$ cat src/rtl/strip_pkg.sv
// Shared symbols, FSM states and slot arithmetic for the framing sequencer
// that feeds the byte striper.
package strip_pkg;

    localparam logic [7:0] STP = 8'hFB;
    localparam logic [7:0] SDP = 8'h5C;
    localparam logic [7:0] END = 8'hFD;
    localparam logic [7:0] EDB = 8'hFE;
    localparam logic [7:0] COM = 8'hBC;
    localparam logic [7:0] SKP = 8'h1C;
    localparam logic [7:0] IDL = 8'h7C;

    typedef enum logic [2:0] {
        StIdle,
        StStart,
        StPayload,
        StPad,
        StEndt,
        StSkip
    } state_e;

    function automatic int unsigned slot_next(input int unsigned slot, input int unsigned lanes);
        return (slot >= lanes - 1) ? 0 : slot + 1;
    endfunction

endpackage

$ cat src/rtl/strip_skp_timer.sv
// Saturating SKP interval counter; raises pending once the interval has elapsed
// and holds it until the sequencer enters a SKP row.
module strip_skp_timer #(
    parameter int unsigned SKP_INTERVAL = 64,
    parameter int unsigned SKP_CNT_W    = 8
) (
    input  logic clk_i,
    input  logic rst_ni,
    input  logic clr_i,
    output logic pending_o
);

    localparam logic [SKP_CNT_W-1:0] Interval = SKP_CNT_W'(SKP_INTERVAL);

    logic [SKP_CNT_W-1:0] cnt_q, cnt_d;
    logic                 pending_q, pending_d;

    always_comb begin
        cnt_d     = cnt_q;
        pending_d = pending_q;
        if (clr_i) begin
            cnt_d     = '0;
            pending_d = 1'b0;
        end else begin
            if (cnt_q != Interval) begin
                cnt_d = cnt_q + SKP_CNT_W'(1);
            end
            if (cnt_d == Interval) begin
                pending_d = 1'b1;
            end
        end
    end

    always_ff @(posedge clk_i or negedge rst_ni) begin
        if (!rst_ni) begin
            cnt_q     <= '0;
            pending_q <= 1'b0;
        end else begin
            cnt_q     <= cnt_d;
            pending_q <= pending_d;
        end
    end

    assign pending_o = pending_q;

endmodule

$ cat src/rtl/strip_frame_ctrl.sv
// Framing sequencer: turns link-layer packets into the lane-aligned D/DK stream
// consumed by the byte striper, with IDL padding and periodic COM/SKP rows.
module strip_frame_ctrl
    import strip_pkg::*;
#(
    parameter int unsigned LANES        = 4,
    parameter int unsigned BITS         = 8,
    parameter int unsigned SKP_INTERVAL = 64,
    parameter int unsigned SKP_CNT_W    = 8
) (
    input  logic                     CLK,
    input  logic                     RESET_L,
    input  logic [BITS-1:0]          IN_DATA,
    input  logic                     IN_VALID,
    input  logic                     IN_SOP,
    input  logic                     IN_EOP,
    input  logic                     IN_TYPE,
    input  logic                     IN_ERR,
    output logic                     IN_READY,
    output logic [BITS-1:0]          D,
    output logic                     DK,
    output logic [$clog2(LANES)-1:0] SLOT,
    output logic                     BUSY,
    output logic                     SKP_DONE
);

    localparam int unsigned SlotW = $clog2(LANES);
    localparam logic [SlotW-1:0] LastSlot = SlotW'(LANES - 1);
    localparam logic [SlotW-1:0] PadSlot  = SlotW'(LANES - 2);

    localparam logic [BITS-1:0] SymStp = BITS'(STP);
    localparam logic [BITS-1:0] SymSdp = BITS'(SDP);
    localparam logic [BITS-1:0] SymEnd = BITS'(END);
    localparam logic [BITS-1:0] SymEdb = BITS'(EDB);
    localparam logic [BITS-1:0] SymCom = BITS'(COM);
    localparam logic [BITS-1:0] SymSkp = BITS'(SKP);
    localparam logic [BITS-1:0] SymIdl = BITS'(IDL);

    state_e           state_q, state_d;
    logic [SlotW-1:0] slot_q, slot_d;
    logic [BITS-1:0]  d_q, d_d;
    logic             dk_q, dk_d;
    logic             busy_q, busy_d;
    logic             skp_done_q, skp_done_d;
    logic             err_q, err_d;
    logic             skp_clr;
    logic             skp_pending;

    strip_skp_timer #(
        .SKP_INTERVAL(SKP_INTERVAL),
        .SKP_CNT_W   (SKP_CNT_W)
    ) u_skp_timer (
        .clk_i    (CLK),
        .rst_ni   (RESET_L),
        .clr_i    (skp_clr),
        .pending_o(skp_pending)
    );

    // Each state computes the symbol registered for the next cycle, which lands on slot_d.
    always_comb begin
        slot_d     = SlotW'(slot_next(32'(slot_q), LANES));
        state_d    = state_q;
        d_d        = SymIdl;
        dk_d       = 1'b1;
        busy_d     = 1'b0;
        skp_done_d = 1'b0;
        err_d      = err_q;
        skp_clr    = 1'b0;

        unique case (state_q)
            StIdle: begin
                // Decide one cycle early so the opening symbol lands on slot 0.
                if (slot_d == LastSlot) begin
                    if (skp_pending) begin
                        state_d = StSkip;
                        skp_clr = 1'b1;
                    end else if (IN_VALID && IN_SOP) begin
                        state_d = StStart;
                    end
                end
            end
            StStart: begin
                d_d     = IN_TYPE ? SymSdp : SymStp;
                dk_d    = 1'b0;
                busy_d  = 1'b1;
                err_d   = IN_ERR;
                state_d = StPayload;
            end
            StPayload: begin
                busy_d = 1'b1;
                if (IN_VALID) begin
                    d_d   = IN_DATA;
                    err_d = err_q | IN_ERR;
                    if (IN_EOP) begin
                        state_d = (slot_d == PadSlot) ? StEndt : StPad;
                    end
                end
            end
            StPad: begin
                busy_d = 1'b1;
                if (slot_d == PadSlot) begin
                    state_d = StEndt;
                end
            end
            StEndt: begin
                d_d     = err_q ? SymEdb : SymEnd;
                dk_d    = 1'b0;
                busy_d  = 1'b1;
                err_d   = 1'b0;
                state_d = StIdle;
            end
            StSkip: begin
                d_d = (slot_d == '0) ? SymCom : SymSkp;
                if (slot_d == LastSlot) begin
                    skp_done_d = 1'b1;
                    state_d    = StIdle;
                end
            end
            default: state_d = StIdle;
        endcase
    end

    always_ff @(posedge CLK or negedge RESET_L) begin
        if (!RESET_L) begin
            state_q    <= StIdle;
            slot_q     <= '0;
            d_q        <= SymIdl;
            dk_q       <= 1'b1;
            busy_q     <= 1'b0;
            skp_done_q <= 1'b0;
            err_q      <= 1'b0;
        end else begin
            state_q    <= state_d;
            slot_q     <= slot_d;
            d_q        <= d_d;
            dk_q       <= dk_d;
            busy_q     <= busy_d;
            skp_done_q <= skp_done_d;
            err_q      <= err_d;
        end
    end

    assign IN_READY = (state_q == StPayload);
    assign D        = d_q;
    assign DK       = dk_q;
    assign SLOT     = slot_q;
    assign BUSY     = busy_q;
    assign SKP_DONE = skp_done_q;

endmodule

$ cat config.mk
export PLATFORM = sky130hd
export DESIGN_NAME = strip_frame_ctrl
export DESIGN_NICKNAME = d
export VERILOG_FILES = /design/src/rtl/strip_pkg.sv /design/src/rtl/strip_skp_timer.sv /design/src/rtl/strip_frame_ctrl.sv
export SDC_FILE = /design/constraint.sdc
export NUM_CORES = 1
export LEC_CHECK = 0
export ABC_AREA = 1
export CAP_MARGIN = 15
export CORE_MARGIN = 1.5
export CORE_UTILIZATION = 51
export CTS_BUF_LIST = sky130_fd_sc_hd__clkbuf_8 sky130_fd_sc_hd__clkbuf_16
export CTS_CLUSTER_DIAMETER = 80
export DETAILED_ROUTE_END_ITERATION = 7
export PLACE_DENSITY = 0.84
export SYNTH_ARGS = -nofsm -noshare
export SYNTH_HDL_FRONTEND = slang
export SYNTH_HIERARCHICAL = 1
export SYNTH_SLANG_ARGS = --single-unit
$ cat constraint.sdc
create_clock -name CLK -period 1.76 [get_ports CLK]
set_clock_uncertainty 0.05 [all_clocks]
set_input_delay 0.264 -clock CLK [delete_from_list [all_inputs] [get_ports CLK]]
set_output_delay 0.264 -clock CLK [all_outputs]
set_load 0.05 [all_outputs]
==> metrics.md <==
| Metric | Value |
|---|---|
| Outcome | finished clean |
| Layout Cells excl Fill | 252 |
| Commonest cells after routing, fill and taps aside | nand2_1, inv_1, nor2_1 |
| WS Path Type | flop to primary output |
| Crit-path leading delay family | flip-flops |
| Startpoint types | flop |
| Vias | 1234 |
| Clock sink count | 26 |
| Final Hold Fails | 0 |
| Final wirelength | 2690 µm |
| PostCTS Resize Cnt | 0 |
| Mapped Area | 1460 µm² |
| Critical Path AT | 1270 ps |
| CP max-delay cell | dfrtp_1 |
| # IOs | 29 |
| CTS buffer count | 3 |
| Most common cell after layout, fill and taps aside | nand2_1 |
| GRT Overall Usage | 18.6% |
| CTS root buffer | clkbuf_8 |
| Worst Path Max Fanout | 8 |
| Max clock buf depth | 2 |
| First-pass GRT wire length | 4680 µm |
| Peak VDD IR | 0.00118 V |
| Syn avg cell area | 7.73 µm² |
| Vias in the first global route | 1133 |
| # Post-CTS Setup Buffers | 0 |
| PnR worst setup slack | 176 ps |
| Setup repair after global routing missed its margin | false |
| Hold WS | 318 ps |
| Cells after Synth | 189 |
| Antenna-violating nets left | 0 |
| Gpl congestion | 0.912 |
| Post-synthesis sequential area ratio | 45.1% |
| Htree depth | 1 |
| Hold Crit Class | primary input to asynchronous set/reset pin |
| Port bufs | 28 |
| Drt drc | 0 |
| Leakage power | 0.000942 µW |
| Ys Warns | 6 |
| FF+latch count, synth | 26 |
| Final Util | 66.9% |
| Initial antenna violation count | 0 |
| Power per cell area | 1380 nW/µm² |
| Synth-to-layout area growth | 25.2% |
| TritonCTS clock tree | built |
| Max-cap violations | 0 |
| Core ar. | 2730 µm² |
| Pin count of the biggest net entering global routing | 27 |
| Tmin final | 1580 ps |
| Initial Util | 53.4% |
| HPWL after DPL | 2150 µm |
| Max-slew headroom | 74.0% |
| Die width | 56.5 µm |
| Post-synthesis cell type count | 26 |
| Tcrit/Tclk final | 90.0% |
| Placed Instances | 248 |
| Crit-path cells | inv_2 > nand2_4 > nor2_8 > buf_12 |
| CP Buf/Inv Count | 2 |
| Total grt overflow | 0 |
| Share of layout cells above drive strength 1 | 19.9% |
| Via density per instance | 4.90 |
| Max stage delay on crit path | 470 ps |
| Fmax | 0.631 GHz |
| Reg clk slew, reported paths | 80 ps |
| Fin. max-slew vios | 0 |
| Total Nets Final | 242 |
| Cell Rows | 19 |
| Worst slack, placed | 144 ps |
| Least-Margin Pin Slew | 390 ps |
| Clk_lat worst skew | 260 ps |
| DR pass1 iterations | 4 |
| Worst setup EP type | primary output |
| Initial DRC count | 54 |
| Ant. Diodes | 0 |
| WP data required | 1450 ps |
| Endpoints failing setup | 0 |
| Chip height | 56.5 µm |
| Routed len/inst | 10.7 µm |
| Die area | 3190 µm² |
| Cts-stage hold buffer count | 0 |
| Setup TNS | 0 ps |
| Synthesized net count | 209 |
-- registers in the layout (all words and copies together), names as in the netlist --
register and cells:
SLOT 2, DK 1, u_skp_timer/pending_o 1, err_q 1, BUSY 1, D 8, SKP_DONE 1, u_skp_timer/cnt_q 8
state_q 3
-- logic make-up after synthesis --
logic type	after synthesis	share of synthesized area (%)
XOR/XNOR	2	1.71
flip-flops	26	45.1
buffers and inverters	34	9.43
AND/OR/NAND/NOR	110	35.0
adder cells (fa/ha/maj)	5	4.28
AO/OA/AOI/OAI	12	4.54
-- synth_stat cells, drive strengths merged --
library cell | number | area [µm²]
nand2 | 57 | 224
o211ai | 1 | 7.51
dfstp | 6 | 158
nor2 | 30 | 156
a21oi | 2 | 13.8
or2 | 2 | 12.5
inv | 32 | 123
nand3 | 15 | 80.1
dfrtp | 20 | 500
nand4 | 6 | 37.5
ha | 5 | 62.6
xor2 | 2 | 25.0
buf | 2 | 15.0
o21ai | 9 | 45.0
-- layer usage --
layer,GRT usage [%],vias up,routed length [µm]
met1,23.0,558,1170
met5,0,-,0
li1,-,642,-
met2,32.4,27,1380
met3,2.76,7,82
met4,7.14,0,59
-- power by group --
group / internal (µW) / switching, µW
sequential: 755 / 110
clock: 304 / 175
combinational: 376 / 796
-- per-stage QoR --
step / instance area, µm² / power (µW)
detailed placement: 1760 / 2050
floorplan: 1460 / 1730
CTS: 1830 / 2540
global placement: 1760 / 2040
global route: 1830 / 2690
finish: 1830 / 2520
-- final timing paths --
kind	start	to	slack [ps]	cells past startpoint
max	state_q[2]	IN_READY	180	4
max in group asynchronous	RESET_L	D[2]	1050	2
min reg2reg	SLOT[0]	SLOT[0]	490	1
min in group CLK	SLOT[0]	SLOT[0]	490	1
max reg2reg	state_q[0]	state_q[1]	250	7
min	RESET_L	u_skp_timer/cnt_q[7]	320	2
-- final cells by class --
| type | count | area [µm²] |
|---|---|---|
| clock buffer | 3 | 41.3 |
| clock inverter | 1 | 30.0 |
| fill | 245 | 906 |
| inverter | 32 | 123 |
| multi-input combinational | 129 | 664 |
| sequential | 26 | 658 |
| tap | 31 | 38.8 |
| timing repair buffer | 30 | 273 |
(Power assumes the default switching activity.)
